**config.mk**
```make
export PLATFORM = sky130hd
export DESIGN_NAME = mc_control_fsm
export DESIGN_NICKNAME = d
export VERILOG_FILES = /design/src/rtl/mc_control_fsm.sv
export SDC_FILE = /design/constraint.sdc
export NUM_CORES = 1
export LEC_CHECK = 0
export ABC_AREA = 1
export CAP_MARGIN = 20
export CELL_PAD_IN_SITES_DETAIL_PLACEMENT = 1
export CELL_PAD_IN_SITES_GLOBAL_PLACEMENT = 2
export CORE_MARGIN = 1
export CORE_UTILIZATION = 15
export CTS_CLUSTER_SIZE = 10
export DETAILED_ROUTE_END_ITERATION = 10
export MAX_ROUTING_LAYER = met4
export PLACE_DENSITY_LB_ADDON = 0.15
export RECOVER_POWER = 25
export SETUP_SLACK_MARGIN = 0.4
export SYNTH_ARGS = -nofsm -noshare
export SYNTH_HDL_FRONTEND = slang
export SYNTH_SLANG_ARGS = --single-unit
```
**constraint.sdc**
```tcl
create_clock -name clk -period 1.25 [get_ports clk]
set_input_delay 0.3125 -clock clk [delete_from_list [all_inputs] [get_ports clk]]
set_output_delay 0.3125 -clock clk [all_outputs]
set_load 0.01 [all_outputs]
```
**src/rtl/mc_control_fsm.sv**
```systemverilog
// Multicycle CPU control unit: sequences one instruction over 2-5 cycles and
// decodes datapath selects, ALU control and write strobes from the current state.
module mc_control_fsm #(
    parameter int unsigned STATE_W = 4
) (
    input  logic               clk,
    input  logic               rst_n,
    input  logic [5:0]         op,
    input  logic [5:0]         funct,
    input  logic               zero,
    output logic [2:0]         alucontrol,
    output logic               alusrca,
    output logic [1:0]         alusrcb,
    output logic               iord,
    output logic               irwrite,
    output logic               memwrite,
    output logic               regwrite,
    output logic               regdst,
    output logic               memtoreg,
    output logic [1:0]         pcsrc,
    output logic               pcen,
    output logic               illegal_op,
    output logic [STATE_W-1:0] state_dbg
);

    localparam logic [5:0] OP_LW    = 6'b100011;
    localparam logic [5:0] OP_SW    = 6'b101011;
    localparam logic [5:0] OP_RTYPE = 6'b000000;
    localparam logic [5:0] OP_BEQ   = 6'b000100;
    localparam logic [5:0] OP_ADDI  = 6'b001000;
    localparam logic [5:0] OP_J     = 6'b000010;

    localparam logic [2:0] ALU_ADD = 3'b000;
    localparam logic [2:0] ALU_SUB = 3'b001;
    localparam logic [2:0] ALU_AND = 3'b010;
    localparam logic [2:0] ALU_OR  = 3'b011;
    localparam logic [2:0] ALU_SLT = 3'b101;

    typedef enum logic [3:0] {
        FETCH   = 4'd0,
        DECODE  = 4'd1,
        MEMADR  = 4'd2,
        MEMRD   = 4'd3,
        MEMWB   = 4'd4,
        MEMWR   = 4'd5,
        RTYPEEX = 4'd6,
        RTYPEWB = 4'd7,
        BEQEX   = 4'd8,
        ADDIEX  = 4'd9,
        ADDIWB  = 4'd10,
        JEX     = 4'd11
    } state_e;

    state_e state_q, state_d;

    logic pcwrite_c, branch_c, irwrite_c, memwrite_c, regwrite_c, illegal_c;

    always_ff @(posedge clk or negedge rst_n) begin
        if (!rst_n) begin
            state_q <= FETCH;
        end else begin
            state_q <= state_d;
        end
    end

    // Next-state and Moore decode; funct and zero only matter in the EX states.
    always_comb begin
        state_d    = FETCH;
        alucontrol = ALU_ADD;
        alusrca    = 1'b0;
        alusrcb    = 2'b00;
        iord       = 1'b0;
        regdst     = 1'b0;
        memtoreg   = 1'b0;
        pcsrc      = 2'b00;
        pcwrite_c  = 1'b0;
        branch_c   = 1'b0;
        irwrite_c  = 1'b0;
        memwrite_c = 1'b0;
        regwrite_c = 1'b0;
        illegal_c  = 1'b0;
        case (state_q)
            FETCH: begin
                irwrite_c = 1'b1;
                alusrcb   = 2'b01;
                pcwrite_c = 1'b1;
                state_d   = DECODE;
            end
            DECODE: begin
                alusrcb = 2'b11;
                case (op)
                    OP_LW, OP_SW: state_d = MEMADR;
                    OP_RTYPE:     state_d = RTYPEEX;
                    OP_BEQ:       state_d = BEQEX;
                    OP_ADDI:      state_d = ADDIEX;
                    OP_J:         state_d = JEX;
                    default: begin
                        illegal_c = 1'b1;
                        state_d   = FETCH;
                    end
                endcase
            end
            MEMADR: begin
                alusrca = 1'b1;
                alusrcb = 2'b10;
                state_d = (op == OP_LW) ? MEMRD : MEMWR;
            end
            MEMRD: begin
                iord    = 1'b1;
                state_d = MEMWB;
            end
            MEMWB: begin
                regwrite_c = 1'b1;
                memtoreg   = 1'b1;
            end
            MEMWR: begin
                iord       = 1'b1;
                memwrite_c = 1'b1;
            end
            RTYPEEX: begin
                alusrca = 1'b1;
                state_d = RTYPEWB;
                case (funct)
                    6'b100000: alucontrol = ALU_ADD;
                    6'b100010: alucontrol = ALU_SUB;
                    6'b100100: alucontrol = ALU_AND;
                    6'b100101: alucontrol = ALU_OR;
                    6'b101010: alucontrol = ALU_SLT;
                    default:   illegal_c  = 1'b1;
                endcase
            end
            RTYPEWB: begin
                regwrite_c = 1'b1;
                regdst     = 1'b1;
            end
            BEQEX: begin
                alusrca    = 1'b1;
                alucontrol = ALU_SUB;
                pcsrc      = 2'b01;
                branch_c   = 1'b1;
            end
            ADDIEX: begin
                alusrca = 1'b1;
                alusrcb = 2'b10;
                state_d = ADDIWB;
            end
            ADDIWB: begin
                regwrite_c = 1'b1;
            end
            JEX: begin
                pcsrc     = 2'b10;
                pcwrite_c = 1'b1;
            end
            default: state_d = FETCH;
        endcase
    end

    // Strobes are held low for the whole reset, even though FETCH would assert some.
    assign irwrite    = irwrite_c  & rst_n;
    assign memwrite   = memwrite_c & rst_n;
    assign regwrite   = regwrite_c & rst_n;
    assign illegal_op = illegal_c  & rst_n;
    assign pcen       = (pcwrite_c | (branch_c & zero)) & rst_n;
    assign state_dbg  = STATE_W'(state_q);

endmodule

```
==> results of run 1 <==
## timing repair
item,in CTS,in global routing
buffers inserted,13,8
setup endpoints to repair,24,24
pin swaps,21,11
resized for setup,163,19
## logic make-up (layout without fill, tap and decap cells)
kind of cell           count (synthesis)  in the layout  synth area share (%)
and+or+nand+nor                       58             58                 52.95
buffers and inverters                 19            103                 12.95
AOI/OAI and AO/OA                     11             11                 15.91
DFF                                    4              4                 18.18
## critical path, stage by stage, from the launching register on
cell and delay, ns:
dfrtp_2 0.47, buf_6 0.15, buf_4 0.15, nor3_4 0.17, o31ai_2 0.09, inv_1 0.05, buf_2 0.12
## final cells by class
| type | instances | area, sq um | share of cell area (%) |
|---|---|---|---|
| clock buffer | 3 | 22.52 | 1.477 |
| inverter | 19 | 81.33 | 5.332 |
| multi-input combinational | 69 | 571.8 | 37.49 |
| sequential | 4 | 105.1 | 6.891 |
| tap | 46 | 57.56 | 3.774 |
| timing repair buffer | 81 | 686.9 | 45.04 |
## cell usage in the layout (no fill, tap or decap), types with 2 or more instances in the layout
cell type	synthesis	final
a21oi_2	1	3
buf_2	0	13
buf_4	0	34
buf_6	0	23
clkbuf_4	0	3
clkdlybuf4s15_1	0	2
clkdlybuf4s50_1	0	2
dfrtp_2	0	4
dlygate4sd2_1	0	6
inv_1	16	5
inv_2	3	11
inv_4	0	2
nand2_1	14	7
nand2_2	2	6
nand2_4	1	3
nand3_1	12	7
nand3_2	0	4
nand4_1	3	3
nor2_1	16	4
nor2_2	4	7
nor2_4	3	12
o21ai_1	1	2
o21ai_2	1	2
## power by group through the flow
stage          Clock (mW)  Combinational, mW  Sequential [mW]
3_3_place_gp            0               1.04            0.235
3_5_place_dp            0               1.05            0.235
4_1_cts             0.164               1.15            0.240
5_1_grt             0.168               1.44            0.253
6_report            0.154               1.35            0.243
2_1_floorplan           0              0.430            0.247
## worst paths after layout
kind / end / cells past startpoint / slack [ns]
setup / recovery: regwrite / 6 / -0.49
min in group clk: state_dbg[2]$_DFF_PN0_ / 5 / 0.55
setup reg to reg: state_dbg[1]$_DFF_PN0_ / 10 / -0.24
max in group asynchronous: state_dbg[2]$_DFF_PN0_ / 2 / 0.70
hold reg to reg: state_dbg[2]$_DFF_PN0_ / 3 / 0.84
hold / removal: state_dbg[1]$_DFF_PN0_ / 2 / 0.42
## per-stage QoR
stage          util (%)  hold slack [ns]  instance area [sq um]  total power [mW]
2_1_floorplan         -          0.01691                  601.8            0.6772
3_3_place_gp      34.98           0.6691                   1195             1.276
3_5_place_dp      34.98           0.6614                   1195             1.283
4_1_cts           41.21           0.4152                   1408             1.557
5_1_grt           44.65           0.4294                   1525             1.858
6_report          44.65           0.4186                   1525             1.744
## layer usage
metal	part of all wire, %	GRT usage (%)	vias to the layer above
met4	0	2.907	0
met3	3.9	2.920	0
li1	-	-	466
met2	60	27.45	23
met1	36	11.21	419
met5	0	-	-
==> flow_metrics.tcl, run 1 <==
set metrics [dict create \
    status "finished, violations left" \
    violations "negative setup slack" \
    dieArea_sq_um 3916 \
    path_class "flip-flop to primary output" \
    core-area_sq_um 3416 \
    critPathLaunch "state_dbg[0]$_DFF_PN0_" \
    crit_fanout 6 \
    peakVddDrop_mv 0.3338 \
    firstDrtPassIters 3 \
    via_count 908 \
    ys_types 22 \
    htreeDepth 1 \
    cp-start-kind "flip-flop" \
    yosysTopAreaCell "dfrtp_1" \
    intPower_mw 0.9794 \
    r2r_start "state_dbg[0]$_DFF_PN0_" \
    grt_start_max_net_pins 7 \
    layout_min_cycle_time_ns 1.739 \
    synthesis.instances 92 \
    setup_viol 21 \
    hold_buffers 0 \
    syn_area_per_cell_sq_um 5.984 \
    max_slew_margin_pct 87.20 \
    drtIter0Drc 9 \
    hold_violations 0 \
    hold_class "input pin to asynchronous set/reset pin" \
    crit_path_end_kind "primary output" \
    dp.cells 198 \
    grt.overflow.total 0 \
    max_freq_ghz 0.5749 \
    cts.clk_slew.worst_paths_ns 0.04 \
    nets 193 \
    drc 0 \
    ys_warn_count 0 \
    grt_first_pass_wirelength_um 3967 \
    max-cap-violations 0 \
    worstPathRequired_ns 0.94 \
    largest_reg_flops 4 \
    antenna_found_initial 0 \
    dp_slack_ns -1.118 \
    fin_tns_setup_ns -6.894 \
    fin_cells 222 \
    synth_common_cells "16 x inv_1, 16 x nor2_1, 14 x nand2_1, 12 x nand3_1" \
    fillerInstances 441 \
    seqPwrFrac_pct 13.9 \
    numCtsBuffers 3 \
    wl_per_cell_um 11.97 \
    drive_gt1_share_pct 77.84 \
    leakage_nw 0.7880 \
    area.growth.synth_to_final_pct 177.0 \
    antenna_cells 0 \
    die_w_um 62.58 \
    die_h_um 62.58 \
    crit_arrival_ns 1.43 \
    tightest_slew_ns 0.1909 \
    grt_usage_pct 13.00 \
    first_global_vias 978 \
    cts_tree "yes" \
    antenna_left 0 \
    rows 21 \
    slew_viol_final 0 \
    routabilityCongestion 0.7574 \
    synth_seq_cells 4 \
    clockBufferDepth 2 \
    dp_hpwl_um 1928 \
    synth_area_leaders "dfrtp_1 18%, nand3_1 11%, inv_1 11%" \
    root_buffer "clkbuf_4" \
    syn-cell-area_sq_um 550.5 \
    power_density_nw_per_um2 1143 \
    io_pins 35 \
    synth-seq-area-share_pct 18.18 \
    clockPowerShare_pct 8.8 \
    synthFlopType "dfrtp_1" \
    start_util_pct 16.12 \
    synth_top_area_share_pct 18.18 \
    power.share.combinational_pct 77.3 \
    synth_edf_count 0 \
    power.switching_mw 0.7645 \
    async_reset_ff_share_pct 100.0 \
    port_buffers 34 \
    vias_per_cell 4.090 \
    clk_latency_ns 0.23 \
    routed_wl_um 2658 \
    swShare_pct 43.84 \
    rsz0062_at_grt "true" \
    cts.sinks 4 \
    fin_crit_sh_pct 139.2 \
    fin_ws_ns -0.4895 \
    syn-num-nets 107 \
    finalClockSkew_ns 0.003846 \
]
(Power assumes the default switching activity.)
==> inputs of run 2 (changes only) <==
clock period = 1.5 ns   (was 1.25 ns; I/O delays follow)
==> run 2 against run 1 <==
The run still ends with negative setup slack left. Sequential share of layout area decreased by 0.58 points. Critical path depth increased by 1. Largest power group unchanged. Critical endpoint is now illegal_op. Worst setup slack improved by 0.14 ns. First-iteration DRC count increased by 11%. Utilization increased by 4.1 points.
==> flow_metrics.tcl, run 2 (synthesis gave the netlist of run 1 again) <==
set metrics [dict create \
    status "finished, violations left" \
    violations "negative setup slack" \
    max-cap-violations 0 \
    power_mw 1.748 \
    htreeDepth 1 \
    dp_hpwl_um 1910 \
    worstPathRequired_ns 1.12 \
    wl_per_cell_um 12.87 \
    dp_slack_ns -0.9626 \
    r2r_start "state_dbg[0]$_DFF_PN0_" \
    rsz0062_at_grt "true" \
    clockBufferDepth 2 \
    final_common_cell "buf_6" \
    routabilityCongestion 0.7082 \
    slew_viol_final 0 \
    crit_arrival_ns 1.48 \
    port_buffers 34 \
    fin_ws_ns -0.3509 \
    max_slew_margin_pct 86.06 \
    start_util_pct 16.12 \
    grt_first_pass_wirelength_um 4533 \
    fin_cells 229 \
    setup_viol 16 \
    crit_path_end_kind "primary output" \
    die_w_um 62.58 \
    drtIter0Drc 10 \
    crit_fanout 5 \
    antenna_left 0 \
    path_class "flip-flop to primary output" \
    finalClockSkew_ns 0.004523 \
    numCtsBuffers 3 \
    fin_crit_sh_pct 123.4 \
    vias_per_cell 4.131 \
    core-area_sq_um 3416 \
    critPathLaunch "state_dbg[0]$_DFF_PN0_" \
    peakVddDrop_mv 0.3222 \
    largest_reg_flops 4 \
    hold_violations 0 \
    clk_latency_ns 0.24 \
    via_count 946 \
    cts.sinks 4 \
    tightest_slew_ns 0.2076 \
    cts_tree "yes" \
    dieArea_sq_um 3916 \
    grt_usage_pct 14.92 \
    cp-start-kind "flip-flop" \
    rows 21 \
    cts.clk_slew.worst_paths_ns 0.04 \
    layout_min_cycle_time_ns 1.851 \
    grt.overflow.total 0 \
    io_pins 35 \
    dp.cells 199 \
    power_density_nw_per_um2 1050 \
    final_area_sq_um 1665 \
    dpl_cell_area_sq_um 1202 \
    layout_common_cells "39 x buf_6, 27 x buf_4, 12 x dlygate4sd2_1, 11 x nor2_4, 9 x inv_2" \
    drive_gt1_share_pct 76.50 \
    max_freq_ghz 0.5403 \
    rrSetupSlack_ns 0.08 \
    drc 0 \
    hold_class "input pin to asynchronous set/reset pin" \
    die_h_um 62.58 \
    area.growth.synth_to_final_pct 202.5 \
    nets 200 \
    leakage_nw 0.8212 \
    first_global_vias 1046 \
    fin_tns_setup_ns -3.799 \
    antenna_found_initial 0 \
    routed_wl_um 2947 \
    root_buffer "clkbuf_4" \
    firstDrtPassIters 4 \
    grt_start_max_net_pins 6 \
    antenna_cells 0 \
]
[run 2: changes by cell type in the layout (fill, tap and decap cells not counted), sizes merged]
cell           change
clkdlybuf4s15      -2
buf                +3
dlygate4sd2        +6
[run 2: worst paths after layout]
check / endpoint / cells after the start
worst max-delay path: illegal_op / 7
worst min-delay path: state_dbg[2]$_DFF_PN0_ / 3
worst max register to register: state_dbg[1]$_DFF_PN0_ / 10
worst min register to register: state_dbg[2]$_DFF_PN0_ / 5
max in group asynchronous: state_dbg[3]$_DFF_PN0_ / 3
min in group clk: state_dbg[2]$_DFF_PN0_ / 5
[run 2: report_power, final]
group          internal, mW  switching (mW)  total (mW)
Sequential            0.139          0.0331       0.172
Combinational         0.778           0.662        1.44
Clock                0.0897          0.0466       0.136
[run 2: worst max-delay path, stage by stage, from the launching register on]
cell	delay, ns
dfrtp_2	0.41
buf_6	0.13
nor2_4	0.16
nand2_8	0.08
a31oi_4	0.14
nand2_2	0.07
a21oi_2	0.10
buf_2	0.13
[run 2: metrics by stage]
step	hold WS [ns]	utilization, %
4_1_cts	0.5662	46.04
2_1_floorplan	0.07941	-
6_report	0.6096	48.75
3_3_place_gp	0.7895	35.20
3_5_place_dp	0.7930	35.20
5_1_grt	0.6225	48.75
[run 2: routing by layer]
layer	global-route usage (%)	up-vias	wire, um
li1	-	480	-
met1	14.25	437	1078
met2	30.84	27	1738
met3	2.372	2	118
met4	2.616	0	11
met5	-	-	0
[run 2: timing repair]
item                                    CTS  global route
pin swaps                                19             9
setup buffers                            24             3
hold buffers                              0             0
cloned                                    0             0
endpoints found under the setup margin   24            24
gates resized for setup                 159            20
[run 2: layout make-up]
| class | instances | area [sq um] |
|---|---|---|
| tap | 46 | 57.56 |
| fill | 425 | 1750 |
| sequential | 4 | 105.1 |
| timing repair buffer | 88 | 807.0 |
| clock buffer | 3 | 22.52 |
| inverter | 19 | 81.33 |
| multi-input combinational | 69 | 591.8 |
==> inputs of run 3 (changes only) <==
CORE_UTILIZATION = 24   (was 15)
CTS_CLUSTER_SIZE = 24   (was 10)
DONT_BUFFER_PORTS = 1   (was unset)
==> run 3 against run 2 <==
The run still ends with negative setup slack left. Combinational power down 30%. Cell count down 30%. Sequential power up 27%. Global-route usage up 2.8 points. Utilization up 7.6 points. Worst setup slack better by 0.079 ns. Clock power up 11%. Register-to-register slack better by 0.07 ns. Total power down 21%. Sequential cell count unchanged. Critical endpoint unchanged. Highest routed layer unchanged.
==> flow_metrics.tcl, run 3 (synthesis gave the netlist of run 1 again) <==
set metrics [dict create \
    seqPwrFrac_pct 15.8 \
    die_h_um 49.90 \
    routed_wl_um 2304 \
    hold_violations 0 \
    cts.clk_slew.worst_paths_ns 0.05 \
    fin_tns_setup_ns -2.738 \
    dieArea_sq_um 2490 \
    power.share.combinational_pct 73.3 \
    antenna_left 0 \
    clockBufferDepth 2 \
    via_count 772 \
    violations "negative setup slack" \
    crit_fanout 5 \
    status "finished, violations left" \
    slew_viol_final 0 \
    dpl_cell_area_sq_um 755.7 \
    rsz0062_at_grt "true" \
    wl_per_cell_um 14.40 \
    critical_path.cell_chain "nor2_4, nand2_4, a31oi_4, nand2_2, a21oi_4" \
    dp.cells 135 \
    firstDrtPassIters 4 \
    layout_min_cycle_time_ns 1.771 \
    final_area_sq_um 1161 \
    fin_cells 160 \
    grt_start_max_net_pins 8 \
    rows 16 \
    final_util_pct 56.31 \
    largest_reg_flops 4 \
    fin_ws_ns -0.2715 \
    grt_usage_pct 17.70 \
    finalClockSkew_ns 0.0002571 \
    power.switching_mw 0.6579 \
    worstPathRequired_ns 1.12 \
    power_mw 1.380 \
    slowest_delay_ns 0.46 \
    timing.critical_path.buf_inv 0 \
    cp-start-kind "flip-flop" \
    io_pins 35 \
    max_slew_margin_pct 77.20 \
    drc 0 \
    swShare_pct 47.66 \
    core-area_sq_um 2062 \
    tightest_slew_ns 0.3417 \
    drive_gt1_share_pct 64.66 \
    nets 150 \
    fin_crit_sh_pct 118.1 \
    antenna_found_initial 0 \
    hold_class "input pin to asynchronous set/reset pin" \
    path_class "flip-flop to primary output" \
    layout_common_cells "18 x buf_6, 18 x buf_4, 13 x nor2_4, 11 x inv_1, 9 x nand2_1" \
    critical-path-top-delay-family "flip-flops" \
    leakage_nw 0.5609 \
    power_density_nw_per_um2 1189 \
    max_freq_ghz 0.5645 \
    die_w_um 49.90 \
    cts.sinks 4 \
    crit_path_end_kind "primary output" \
    antenna_cells 0 \
    crit_arrival_ns 1.40 \
    routabilityCongestion 0.7134 \
    numCtsBuffers 3 \
    root_buffer "clkbuf_4" \
    setup_viol 17 \
    grt_first_pass_wirelength_um 3291 \
    clk_latency_ns 0.24 \
    start_util_pct 26.70 \
    area.growth.synth_to_final_pct 110.9 \
    fillerInstances 267 \
    vias_per_cell 4.825 \
    port_buffers 0 \
    intPower_mw 0.7226 \
    cts_tree "yes" \
    grt.overflow.total 0 \
    dp_hpwl_um 1517 \
    htreeDepth 1 \
    cp_slowest_cell "dfrtp_2" \
    clockPowerShare_pct 10.9 \
    peakVddDrop_mv 0.6308 \
    max-cap-violations 0 \
    drtIter0Drc 5 \
    first_global_vias 792 \
]
-- run 3: per-stage QoR --
step	hold WS (ns)	setup WS [ns]
floorplan	0.07941	0.04909
global placement	0.07960	0.03113
detailed placement	0.07963	0.004665
CTS	0.4078	-0.2360
global route	0.4257	-0.3373
finish	0.4189	-0.2715
-- run 3: final timing paths --
check	slack [ns]	start	end	cells past startpoint
max in group asynchronous	0.88	rst_n	state_dbg[0]$_DFF_PN0_	1
min in group clk	0.49	op[4]	state_dbg[2]$_DFF_PN0_	4
max	-0.27	state_dbg[3]$_DFF_PN0_	illegal_op	5
min	0.42	rst_n	state_dbg[1]$_DFF_PN0_	1
max reg2reg	0.15	state_dbg[3]$_DFF_PN0_	state_dbg[0]$_DFF_PN0_	8
min reg2reg	0.88	state_dbg[2]$_DFF_PN0_	state_dbg[3]$_DFF_PN0_	6
-- run 3: power groups by stage --
stage	sequential (mW)	clock [mW]	combinational, mW
finish	0.218	0.151	1.01
global route	0.225	0.161	1.07
CTS	0.199	0.144	0.765
detailed placement	0.200	0	0.551
global placement	0.199	0	0.546
floorplan	0.206	0	0.358
-- run 3: per-layer routing --
metal  up-vias  part of all wire (%)  track usage (%)
met5         -                     0                -
met4         0                   1.1            8.095
met3         4                   3.0            2.469
met2        26                    50            30.63
met1       363                    46            19.93
li1        379                     -                -
-- run 3: final cells by class --
cell class / count / area, sq um / share of cell area, %
multi-input combinational: 69 / 558.0 / 48.06
timing repair buffer: 38 / 362.8 / 31.25
sequential: 4 / 105.1 / 9.052
inverter: 19 / 78.83 / 6.789
tap: 27 / 33.78 / 2.909
clock buffer: 3 / 22.52 / 1.940
-- run 3: what timing repair did --
action,4_1_cts,5_1_grt
hold endpoints to repair,4,0
pin swaps,10,15
hold buffers,1,0
resized for setup,22,30
endpoints found under the setup margin,23,24
setup buffers,8,13
